$ cat config.mk
export PLATFORM = sky130hd
export DESIGN_NAME = bp_nonsynth_cosim_sched
export DESIGN_NICKNAME = d
export VERILOG_FILES = /design/src/rtl/bp_nonsynth_cosim_sched.sv
export SDC_FILE = /design/constraint.sdc
export NUM_CORES = 1
export LEC_CHECK = 0
export BUFFER_PORTS_ARGS = -buffer_cell sky130_fd_sc_hd__buf_2
export CAP_MARGIN = 20
export CORE_AREA = 2 2 299 301
export CTS_CLUSTER_SIZE = 25
export DETAILED_ROUTE_END_ITERATION = 7
export DIE_AREA = 0 0 301 303
export HOLD_SLACK_MARGIN = 0.08
export PLACE_DENSITY_LB_ADDON = 0.15
export SLEW_MARGIN = 0
export SYNTH_ARGS = -nofsm -noshare
export SYNTH_HDL_FRONTEND = slang
export SYNTH_SLANG_ARGS = --single-unit
$ cat constraint.sdc
create_clock -name clk_i -period 14.2 [get_ports clk_i]
set_input_delay 1.42 -clock clk_i [delete_from_list [all_inputs] [get_ports clk_i]]
set_output_delay 1.42 -clock clk_i [all_outputs]
set_load 0.01 [all_outputs]
$ cat src/rtl/bp_nonsynth_cosim_sched.sv
// Co-simulation step scheduler.
//
// Arbitrates per-core commit/trap records onto the single step channel that
// feeds the reference-model checker. Round-robin grant, single-entry output
// register, global retired-instruction counter and sticky pass/fail status.
//
// Ports:
//   clk_i, reset_i     clock, asynchronous active-low reset
//   en_i               cosim enable; low blocks new grants
//   instr_limit_i      pass threshold on retired commits (0 = no limit)
//   req_*              per-core record valid/ready and payload (core i at slice i)
//   step_v_o/_yumi_i   registered step record and checker consume
//   step_fail_i        checker mismatch, qualified by step_yumi_i
//   step_*_o           step payload (source hart, trap flag, pc, instr, data/cause)
//   instr_cnt_o        retired commit count (saturating)
//   pass_o, fail_o     sticky terminal status

module bp_nonsynth_cosim_sched #(
    parameter int unsigned num_core_p    = 4,
    parameter int unsigned vaddr_width_p = 39,
    parameter int unsigned instr_width_p = 32,
    parameter int unsigned dword_width_p = 64,
    parameter int unsigned cnt_width_p   = 32,
    localparam int unsigned hart_w       = (num_core_p > 1) ? $clog2(num_core_p) : 1
) (
    input  logic                              clk_i,
    input  logic                              reset_i,
    input  logic                              en_i,
    input  logic [cnt_width_p-1:0]            instr_limit_i,

    input  logic [num_core_p-1:0]             req_v_i,
    output logic [num_core_p-1:0]             req_ready_o,
    input  logic [num_core_p-1:0]             req_trap_i,
    input  logic [num_core_p*vaddr_width_p-1:0] req_pc_i,
    input  logic [num_core_p*instr_width_p-1:0] req_instr_i,
    input  logic [num_core_p*dword_width_p-1:0] req_data_i,

    output logic                              step_v_o,
    input  logic                              step_yumi_i,
    input  logic                              step_fail_i,
    output logic [hart_w-1:0]                 step_hart_o,
    output logic                              step_trap_o,
    output logic [vaddr_width_p-1:0]          step_pc_o,
    output logic [instr_width_p-1:0]          step_instr_o,
    output logic [dword_width_p-1:0]          step_data_o,

    output logic [cnt_width_p-1:0]            instr_cnt_o,
    output logic                              pass_o,
    output logic                              fail_o
);

    typedef enum logic [2:0] {StIdle, StRun, StDrain, StPass, StFail} state_e;

    state_e state_q, state_d;

    logic                     step_v_q, step_v_d;
    logic [hart_w-1:0]        hart_q, hart_d;
    logic                     trap_q, trap_d;
    logic [vaddr_width_p-1:0] pc_q, pc_d;
    logic [instr_width_p-1:0] instr_q, instr_d;
    logic [dword_width_p-1:0] data_q, data_d;
    logic [cnt_width_p-1:0]   cnt_q, cnt_d;
    logic [hart_w-1:0]        ptr_q, ptr_d;

    logic              slot_free;
    logic              fail_evt;
    logic              cnt_inc;
    logic              limit_hit;
    logic              grant_ok;
    logic              found;
    logic              grant;
    logic [hart_w-1:0] win_idx;
    int                idx;

    always_comb begin
        slot_free = ~step_v_q | step_yumi_i;
        fail_evt  = step_yumi_i & step_fail_i & (state_q != StPass);

        // Only a valid, non-failing commit retires; traps do not count.
        cnt_inc = step_yumi_i & step_v_q & ~trap_q & ~step_fail_i;
        cnt_d   = cnt_q;
        if (cnt_inc && (cnt_q != '1)) begin
            cnt_d = cnt_q + cnt_width_p'(1);
        end

        limit_hit = (state_q == StRun) && (instr_limit_i != '0) && (cnt_d >= instr_limit_i);

        // A failing cycle also suppresses the grant so no accepted record is dropped.
        grant_ok = (state_q == StRun) & en_i & slot_free & ~limit_hit & ~fail_evt;

        // Rotating priority search starting at the round-robin pointer.
        found   = 1'b0;
        win_idx = '0;
        idx     = 0;
        for (int off = 0; off < int'(num_core_p); off++) begin
            idx = int'(ptr_q) + off;
            if (idx >= int'(num_core_p)) begin
                idx = idx - int'(num_core_p);
            end
            if (!found && req_v_i[idx]) begin
                found   = 1'b1;
                win_idx = hart_w'(idx);
            end
        end
        grant = grant_ok & found;

        req_ready_o = '0;
        if (grant) begin
            req_ready_o[win_idx] = 1'b1;
        end

        ptr_d = ptr_q;
        if (grant) begin
            ptr_d = (int'(win_idx) == int'(num_core_p) - 1) ? '0 : win_idx + hart_w'(1);
        end

        hart_d  = hart_q;
        trap_d  = trap_q;
        pc_d    = pc_q;
        instr_d = instr_q;
        data_d  = data_q;
        for (int i = 0; i < int'(num_core_p); i++) begin
            if (grant && (int'(win_idx) == i)) begin
                hart_d  = win_idx;
                trap_d  = req_trap_i[i];
                pc_d    = req_pc_i[i*vaddr_width_p +: vaddr_width_p];
                instr_d = req_instr_i[i*instr_width_p +: instr_width_p];
                data_d  = req_data_i[i*dword_width_p +: dword_width_p];
            end
        end

        if (fail_evt || (state_q == StFail)) begin
            step_v_d = 1'b0;
        end else if (grant) begin
            step_v_d = 1'b1;
        end else if (step_yumi_i) begin
            step_v_d = 1'b0;
        end else begin
            step_v_d = step_v_q;
        end

        state_d = state_q;
        unique case (state_q)
            StIdle:  if (en_i) state_d = StRun;
            StRun:   if (limit_hit) state_d = StDrain;
            StDrain: if (!step_v_q) state_d = StPass;
            StPass:  state_d = StPass;
            StFail:  state_d = StFail;
            default: state_d = StIdle;
        endcase
        // Fail outranks a same-cycle limit hit.
        if (fail_evt) begin
            state_d = StFail;
        end
    end

    always_ff @(posedge clk_i or negedge reset_i) begin
        if (!reset_i) begin
            state_q  <= StIdle;
            step_v_q <= 1'b0;
            hart_q   <= '0;
            trap_q   <= 1'b0;
            pc_q     <= '0;
            instr_q  <= '0;
            data_q   <= '0;
            cnt_q    <= '0;
            ptr_q    <= '0;
        end else begin
            state_q  <= state_d;
            step_v_q <= step_v_d;
            hart_q   <= hart_d;
            trap_q   <= trap_d;
            pc_q     <= pc_d;
            instr_q  <= instr_d;
            data_q   <= data_d;
            cnt_q    <= cnt_d;
            ptr_q    <= ptr_d;
        end
    end

    assign step_v_o     = step_v_q;
    assign step_hart_o  = hart_q;
    assign step_trap_o  = trap_q;
    assign step_pc_o    = pc_q;
    assign step_instr_o = instr_q;
    assign step_data_o  = data_q;
    assign instr_cnt_o  = cnt_q;
    assign pass_o       = (state_q == StPass);
    assign fail_o       = (state_q == StFail);

endmodule

== After elaboration in Yosys (flattened, before gate mapping) ==
Cells that the tools add are included.
Word-level totals
  register bits after elaboration: 176
  latch bits: 0
  memory bits (writable): 0
  bits in read-only memories: 0
  logic and storage cells: 135
  memories kept: 0
Operators by class
  $add $sub $neg: 9
  $mul: 0
  divide/modulo/power cells: 0
  $lt $le $gt $ge: 11
  eq/ne operators: 12
  shift-type cells: 0
  multiplexer cells: 57
  bitwise operators: 16
  reduce and logical (&&, ||, !) cells: 21
Operators by type and width (count)
  $mux W32: 9
  $mux W64: 4
  $mux W39: 4
  $lt A32 B4 Y1 const B: 4
  $add A32 B1 Y32 const B: 1
  $ge A32 B32 Y1: 1
  $ne A32 B32 Y1 const B: 1
  $reduce_bool A32 Y1: 1
  $mux W1: 20
  $mux W2: 9
  $pmux W3 S5: 1
  $mux W3: 4
  $sub A3 B3 Y4 const B: 3
  $logic_and A1 B1 Y1: 11
  $and A1 B1 Y1: 10
  $ge A3 B3 Y1 const B: 3
  $ne A3 B3 Y1 const B: 3
  $bmux W1 S2: 4
  $add A2 B2 Y3 const B: 2
  $eq A3 B2 Y1 const B: 2
  $not A1 Y1: 5
  $eq A2 B2 Y1 const B: 2
  $mux W4: 1
  $reduce_bool A4 Y1: 1
  other kinds (18): 20

== Depth between registers and ports, before layout ==
Gate-level depths: netlist (run 1).
  depth after elaboration: 21
  depth in mapped cells: 19
  gate-level depth less buffers: 15

== Least setup slack after synthesis (run 1) ==
OpenSTA, ideal clock, no wires.
  kind: input to output
  start: input port step_fail_i
  end: output port req_ready_o[0]
  arrival: 4.306 ns
  data required time: 12.780 ns
  setup slack: 8.474 ns
  stages on the path: 14
  buffers on the path: 1
  cell sequence: nor2_1 nand3_1 a2111o_1 clkbuf_1 nor4_1 nor3b_1 xor2_1 ha_1 nand4_1 nor4_1 nand2_1 a311oi_2 nor3b_2 and2_1
Between the ends
  word-level cells in the longest chain between the ends: 11
RTL lines
  start: declaration: line 40  | input logic step_fail_i,
  $not A1 Y1: line 80  | cnt_inc = step_yumi_i & step_v_q & ~trap_q & ~step_fail_i;
  $and A1 B1 Y1: line 80
  $logic_and A1 B1 Y1: line 82  | if (cnt_inc && (cnt_q != '1)) begin
  $mux W32: line 82
  named net cnt_d[27]: line 62  | logic [cnt_width_p-1:0] cnt_q, cnt_d;
  $ge A32 B32 Y1: line 86  | limit_hit = (state_q == StRun) && (instr_limit_i != '0) && (cnt_d >= instr_limit_i);
  $logic_and A1 B1 Y1: line 86
  $not A1 Y1: line 89  | grant_ok = (state_q == StRun) & en_i & slot_free & ~limit_hit & ~fail_evt;
  $and A1 B1 Y1 (2 in a row): line 89
  $and A1 B1 Y1: line 105  | grant = grant_ok & found;
  $mux W4: line 108  | if (grant) begin
  end: declaration: line 32  | output logic [num_core_p-1:0] req_ready_o,
The timed path passes the listed nets, and every way through them passes these cells.

== Worst setup path after layout (run 1) ==
Same ends and word-level chain as after synthesis.

==> out/results.ini, run 1 <==
[outcome]
run_status=completed

[worst_setup_path]
critPathMaxFanout=9
critical-path-slowest-cell=sky130_fd_sc_hd__nor4_1
worstSetupEndpointType=primary output
worstSetupPathType=in -> out
timing.critical_path.buf_inv=2
crit_top_cell=sky130_fd_sc_hd__nor4_1
worstPathRequired_ns=12.78
worst_path_dominant_cell_family=simple AND/OR/NAND/NOR gates
worstPathArrival_ns=5.90
timing.critical_path.slowest_cell_delay_ns=0.78
critical_path_cell_by_cell=buf_2 > nor2_1 > nand3_1 > nor4_1 > nand2b_1 > nor4_1 > xnor2_1 > ha_1 > nand4_1 > nor4_1 > nand2_1 > a311oi_2 > nor3b_2 > and2_1 > buf_2
worst_setup_path_start_kind=input port

[logic_synthesis]
post_synth.cell_area_avg_um2=11.30
post_synth_most_frequent_cells=176 x sky130_fd_sc_hd__dfrtp_1, 135 x sky130_fd_sc_hd__a221o_1, 135 x sky130_fd_sc_hd__a22o_1, 72 x sky130_fd_sc_hd__mux2_2, 67 x sky130_fd_sc_hd__mux2_1
synthesis.instances=950
synth_ff_type=sky130_fd_sc_hd__dfrtp_1
synth-edff-count=0
synth.distinct_cells=46
synth-seq-area-share=0.4103
synth_top_cell_by_area=sky130_fd_sc_hd__dfrtp_1
netlist_area_um2=10740
synth_nets=1572
yosysTopAreaCellShare=0.4103
synth-seq-cells=176
asyncSetResetFlopFracSynth=1.000
yosys-top-cells-area=sky130_fd_sc_hd__dfrtp_1 41%, sky130_fd_sc_hd__a221o_1 13%, sky130_fd_sc_hd__a22o_1 11%, sky130_fd_sc_hd__mux2_2 7.6%, sky130_fd_sc_hd__mux2_1 7.0%
synthMostInstantiatedCell=sky130_fd_sc_hd__dfrtp_1
synthesis.yosys.warnings=0

[timing]
timing.final.setup_violations=0
final_critical_path_share_of_the_clock_period=0.5154
fmax_mhz=136.6
hold_ws_ns=0.5255
post-route-min-period_ns=7.319
timing.max_slew.rel_slack=0.3510
clock_skew_ns=0.01481
totalNegativeSetupSlack_ns=0
timing_worst_slew_pin_value_ns=0.9735
finalMaxSlewViolations=0
hold_fails_final_rpt=0
unrepaired_setup_endpoints_after_global_routing=no

[global_route]
met3_routing_resource_usage_after_global_routing=0.03272
groute.layer.met2.usage=0.2267
grt_first_pass_wirelength_um=84030
gr-max-usage-layer=met2
gr-usage-all-layers=0.1278
grt_antenna_before_repair=9
globalRoute.totalOverflow=0
grtUsageMet1=0.1469
maximum_number_of_pins_on_one_net_before_global_route_repair=73
via_count_of_the_first_global_routing_pass=11900

[pwr]
leakagePower_nw=8.564
ir_drop_uv=80.48
powerDensity_nw_per_um2=118.0

[clocking]
cts-hold-fix-buffers=0
insertion_delay_ns=0.51
postCtsResizedCells=0
root_buffer_selected_by_cts=sky130_fd_sc_hd__clkbuf_16
post_cts.repair.setup_buffers=0
cts.htree.levels=4
tritoncts=yes
cts.clk_slew.worst_paths_ns=0.08
max-clock-path-buffers=2
cts-buffers-inserted=17
cts_num_sinks=176

[cells_and_area]
synthToLayoutAreaGrowth_pct=52.54
drive_gt1_frac=0.5292
finalNetCount=2288
final_core_utilization=0.1862
layoutNonFillerInstCount=2847
design_area_um2=16380

[flow_run]
drv.max_cap_violation_count=0

[min_path]
min_path_type=reg -> reg

[detailed_routing]
drtIter0Drc=608
number_of_vias_in_the_routed_layout=11370
route.detailed.drc=0
postRouteAntennaNets=0
firstDrtPassIters=5
routed_wire_length_per_instance_um=21.34
routed_wirelength_um=60760
post_drt_via_cell_ratio=3.994

[floorplan]
die_width_um=301
floorplan.die_area_um2=91200
floorplan.io_pins=762
floorplan.initialDensity=0.1220
number_of_rows_created_at_floorplan=109
core_um2=87970
die_h_um=303

[placement]
placement.io_buffers=761
cell_area_placed_um2=15780
dp.cells=2812
routabilityCongestion=0.8192
dp.final_hpwl_um=48230

[cell type report]
class,instances,area [um^2]
Fill cell,9907,71590
Multi-Input combinational cell,652,5833
Sequential cell,176,4404
Timing Repair Buffer,774,3915
Tap cell,1165,1458
Clock buffer,19,452.9
Inverter,45,168.9
Clock inverter,12,133.9
Antenna cell,4,10.01
[cells by family after synthesis]
group / share of synthesized area
mux: 0.1467
compound gates: 0.2622
buf+inv: 0.04860
simple gates: 0.06375
xor+xnor: 0.02529
flops: 0.4103
fa+ha+maj: 0.04312
[cells in the final DEF, fill, tap and decap left out, drive strengths merged, types with 20 or more instances in the layout]
master	netlist	routed
a21oi	22	22
a221o	135	135
a22o	135	135
buf	26	773
clkbuf	51	20
dfrtp	176	176
ha	37	37
inv	45	47
mux2	139	139
nand2	28	28
nor2	21	21
[per-layer routing]
layer | routed length (um) | up-vias
li1 | - | 5232
met1 | 23950 | 5640
met2 | 31840 | 442
met3 | 3490 | 54
met4 | 1449 | 4
met5 | 23 | -
[stage by stage]
| stage | power (mW) | setup slack, ns |
|---|---|---|
| 4_1_cts | 1.985 | 6.901 |
| 6_report | 1.932 | 6.881 |
| 3_3_place_gp | 1.439 | 6.915 |
| 2_1_floorplan | 1.059 | 8.474 |
| 3_5_place_dp | 1.444 | 6.915 |
| 5_1_grt | 2.065 | 6.419 |
[sequential cells by signal (all words and copies together) (netlist names)]
name	flops
instr_cnt_o	32
ptr_q	2
state_q	3
step_data_o	64
step_hart_o	2
step_instr_o	32
step_pc_o	39
step_trap_o	1
step_v_o	1
[power by group]
group          leakage [nW]  total (mW)  switching (mW)  internal, mW
sequential             2.38       0.734          0.0893         0.644
combinational          5.91       0.688           0.339         0.349
clock                 0.274       0.510           0.243         0.268
total                  8.56        1.93           0.671          1.26
[path summary, 6_finish.rpt]
kind,start,end,slack [ns],cells after the start
setup reg to reg,instr_cnt_o[17],step_data_o[23],7.73,17
min in group asynchronous,reset_i,step_pc_o[14],0.89,1
max in group asynchronous,reset_i,step_data_o[53],11.87,2
setup / recovery,step_fail_i,req_ready_o[0],6.88,15
hold reg to reg,step_hart_o[1],step_hart_o[1],0.53,1
hold / removal,step_hart_o[1],step_hart_o[1],0.53,1
Note: power is estimated with default switching activity, not from simulation.
==> run 2, diff against run 1 <==
--- a/config.mk
+++ b/config.mk
@@ -7,10 +7,10 @@
 export LEC_CHECK = 0
 export BUFFER_PORTS_ARGS = -buffer_cell sky130_fd_sc_hd__buf_2
 export CAP_MARGIN = 20
-export CORE_AREA = 2 2 299 301
+export CORE_AREA = 2 2 292 294
 export CTS_CLUSTER_SIZE = 25
 export DETAILED_ROUTE_END_ITERATION = 7
-export DIE_AREA = 0 0 301 303
+export DIE_AREA = 0 0 294 296
 export HOLD_SLACK_MARGIN = 0.08
 export PLACE_DENSITY_LB_ADDON = 0.15
 export SLEW_MARGIN = 0
==> constraint.sdc (replaced) <==
create_clock -name clk_i -period 7.2 [get_ports clk_i]
set_input_delay 0.72 -clock clk_i [delete_from_list [all_inputs] [get_ports clk_i]]
set_output_delay 0.72 -clock clk_i [all_outputs]
set_load 0.01 [all_outputs]
==> run 2 against run 1 <==
Net effect:
- sequential share of layout area barely moved
- final cell count fell by 2.7%
- worst setup slack got worse by 5.8 ns
- count of clock-buffer cells in the layout fell by 2
- non-clock buffer count fell by 3
- routed wire length fell by 3.9%
- highest routed layer unchanged
- combinational power rose by 93%
- largest cell class unchanged
==> out/results.ini, run 2 (synthesis gave the netlist of run 1 again) <==
[global_route]
maximum_number_of_pins_on_one_net_before_global_route_repair=97
groute.layer.met2.usage=0.2242
gr-max-usage-layer=met2
grt_first_pass_wirelength_um=80810
met3_routing_resource_usage_after_global_routing=0.03365
globalRoute.totalOverflow=0
gr-usage-all-layers=0.1278
grtUsageMet1=0.1491
via_count_of_the_first_global_routing_pass=11800
grt_antenna_before_repair=13

[floorplan]
die_h_um=296
floorplan.die_area_um2=87020
floorplan.io_pins=762
core_um2=84210
floorplan.initialDensity=0.1275
number_of_rows_created_at_floorplan=107
die_width_um=294

[pwr]
design_power_total_mw=3.784
ir_drop_uv=186.1
leakagePower_nw=8.585
powerDensity_nw_per_um2=231.4

[timing]
timing.final.setup_violations=0
clock_skew_ns=0.02190
totalNegativeSetupSlack_ns=0
hold_fails_final_rpt=0
unrepaired_setup_endpoints_after_global_routing=no
post-route-min-period_ns=6.122
fmax_mhz=163.3
finalMaxSlewViolations=0
final_critical_path_share_of_the_clock_period=0.8503
timing_worst_slew_pin_value_ns=0.8385
timing.max_slew.rel_slack=0.4359

[clocking]
post_cts.repair.setup_buffers=0
cts.htree.levels=4
root_buffer_selected_by_cts=sky130_fd_sc_hd__clkbuf_16
tritoncts=yes
max-clock-path-buffers=2
cts.clk_slew.worst_paths_ns=0.08
cts_num_sinks=176
insertion_delay_ns=0.51
postCtsResizedCells=0
cts-hold-fix-buffers=0
cts-buffers-inserted=17

[detailed_routing]
routed_wire_length_per_instance_um=21.09
drtIter0Drc=502
route.detailed.drc=0
firstDrtPassIters=4
postRouteAntennaNets=0
post_drt_via_cell_ratio=4.081
number_of_vias_in_the_routed_layout=11300
routed_wirelength_um=58410

[cells_and_area]
most_common_cell_after_layout_fill_and_taps_aside=sky130_fd_sc_hd__buf_2
final_core_utilization=0.1942
largest_register_ffs=64
register_area_um2=4404
finalNetCount=2285
most-common-layout-cells=760 x sky130_fd_sc_hd__buf_2, 176 x sky130_fd_sc_hd__dfrtp_1, 135 x sky130_fd_sc_hd__a22o_1, 135 x sky130_fd_sc_hd__a221o_1, 72 x sky130_fd_sc_hd__mux2_2
drive_gt1_frac=0.5281
multi_input_gate_area_in_the_final_layout_um2=5833
synthToLayoutAreaGrowth_pct=52.32
nFillCells=9401

[worst_setup_path]
crit_top_cell=sky130_fd_sc_hd__nor4_1
worst_path_dominant_cell_family=simple AND/OR/NAND/NOR gates
timing.critical_path.slowest_cell_delay_ns=0.85
timing.critical_path.buf_inv=1
worstPathArrival_ns=5.40
critical_path_cell_by_cell=and4_1 > nand4_1 > nor4_1 > nand2b_1 > nor4_1 > xnor2_1 > ha_1 > nand4_1 > nor4_1 > nand2_1 > a311oi_2 > nor3b_2 > and2_1 > buf_2
worst_setup_path_start_kind=register
critPathMaxFanout=9
worstPathRequired_ns=6.48
critical-path-slowest-cell=sky130_fd_sc_hd__nor4_1
worstSetupPathType=reg -> out
worstSetupEndpointType=primary output

[flow_run]
drv.max_cap_violation_count=0

[min_path]
min_path_type=in -> async

[placement]
routabilityCongestion=0.8563
placement.io_buffers=761
dp.final_hpwl_um=45810

[outcome]
run_status=completed

run 2: cell count changes in the layout (fill, tap and decap cells not counted), sizes merged, moves of 2 or more:
cell / previous run / this run
buf: 773 / 770
clkinvlp: 5 / 1
diode: 4 / 6
inv: 47 / 49
clkinv: 3 / 5
clkbuf: 20 / 18
run 2: final cells by class:
cell class,count,share of cell area
Clock buffer,17,0.02602
Inverter,45,0.01033
Sequential cell,176,0.2693
Antenna cell,6,0.0009182
Timing Repair Buffer,771,0.2434
Multi-Input combinational cell,652,0.3567
Tap cell,1090,0.08340
Clock inverter,13,0.009871
run 2: per-stage QoR:
stage,setup WS (ns),instance area (um^2),hold slack (ns),std cells
2_1_floorplan,2.547,10740,0.4244,950
3_3_place_gp,1.490,15750,0.4939,2734
3_5_place_dp,1.481,15750,0.4923,2734
4_1_cts,1.006,16340,0.2531,2764
5_1_grt,0.4592,16350,0.2663,2769
6_report,1.078,16350,0.2593,2770
run 2: worst register-to-register path, stage by stage, from the launching register on:
cell and delay [ns]:
sky130_fd_sc_hd__dfrtp_1 0.45, sky130_fd_sc_hd__and4_1 0.28, sky130_fd_sc_hd__nand4_1 0.36, sky130_fd_sc_hd__nor4_1 0.85, sky130_fd_sc_hd__nand2b_1 0.37, sky130_fd_sc_hd__nor4_1 0.32
sky130_fd_sc_hd__xnor2_1 0.18, sky130_fd_sc_hd__ha_1 0.32, sky130_fd_sc_hd__nand4_1 0.14, sky130_fd_sc_hd__nor4_1 0.42, sky130_fd_sc_hd__nand2_1 0.12, sky130_fd_sc_hd__a311oi_2 0.53
sky130_fd_sc_hd__nor3_2 0.17, sky130_fd_sc_hd__buf_12 0.22, sky130_fd_sc_hd__mux2_1 0.74, sky130_fd_sc_hd__a221o_1 0.26
run 2: path summary, 6_finish.rpt:
check,cells after the start,from,slack (ns),to
max,14,instr_cnt_o[5],1.08,req_ready_o[0]
min,1,reset_i,0.26,step_pc_o[15]
max reg2reg,15,instr_cnt_o[5],1.36,step_instr_o[6]
min reg2reg,1,step_hart_o[1],0.51,step_hart_o[1]
max in group asynchronous,2,reset_i,5.78,step_data_o[44]
min in group clk_i,2,req_instr_i[2],0.43,step_instr_o[2]
run 2: routing by layer:
metal / routed length [um] / up-vias
met4: 1282 / 6
met1: 23520 / 5621
met5: 41 / -
met3: 3249 / 56
met2: 30320 / 402
li1: - / 5218
run 2: report_power, final:
part           switching (mW)  leakage, nW  internal (mW)  total, mW
Clock                   0.478        0.290          0.544       1.02
Sequential              0.159         2.38           1.27       1.43
Combinational           0.641         5.92          0.690       1.33
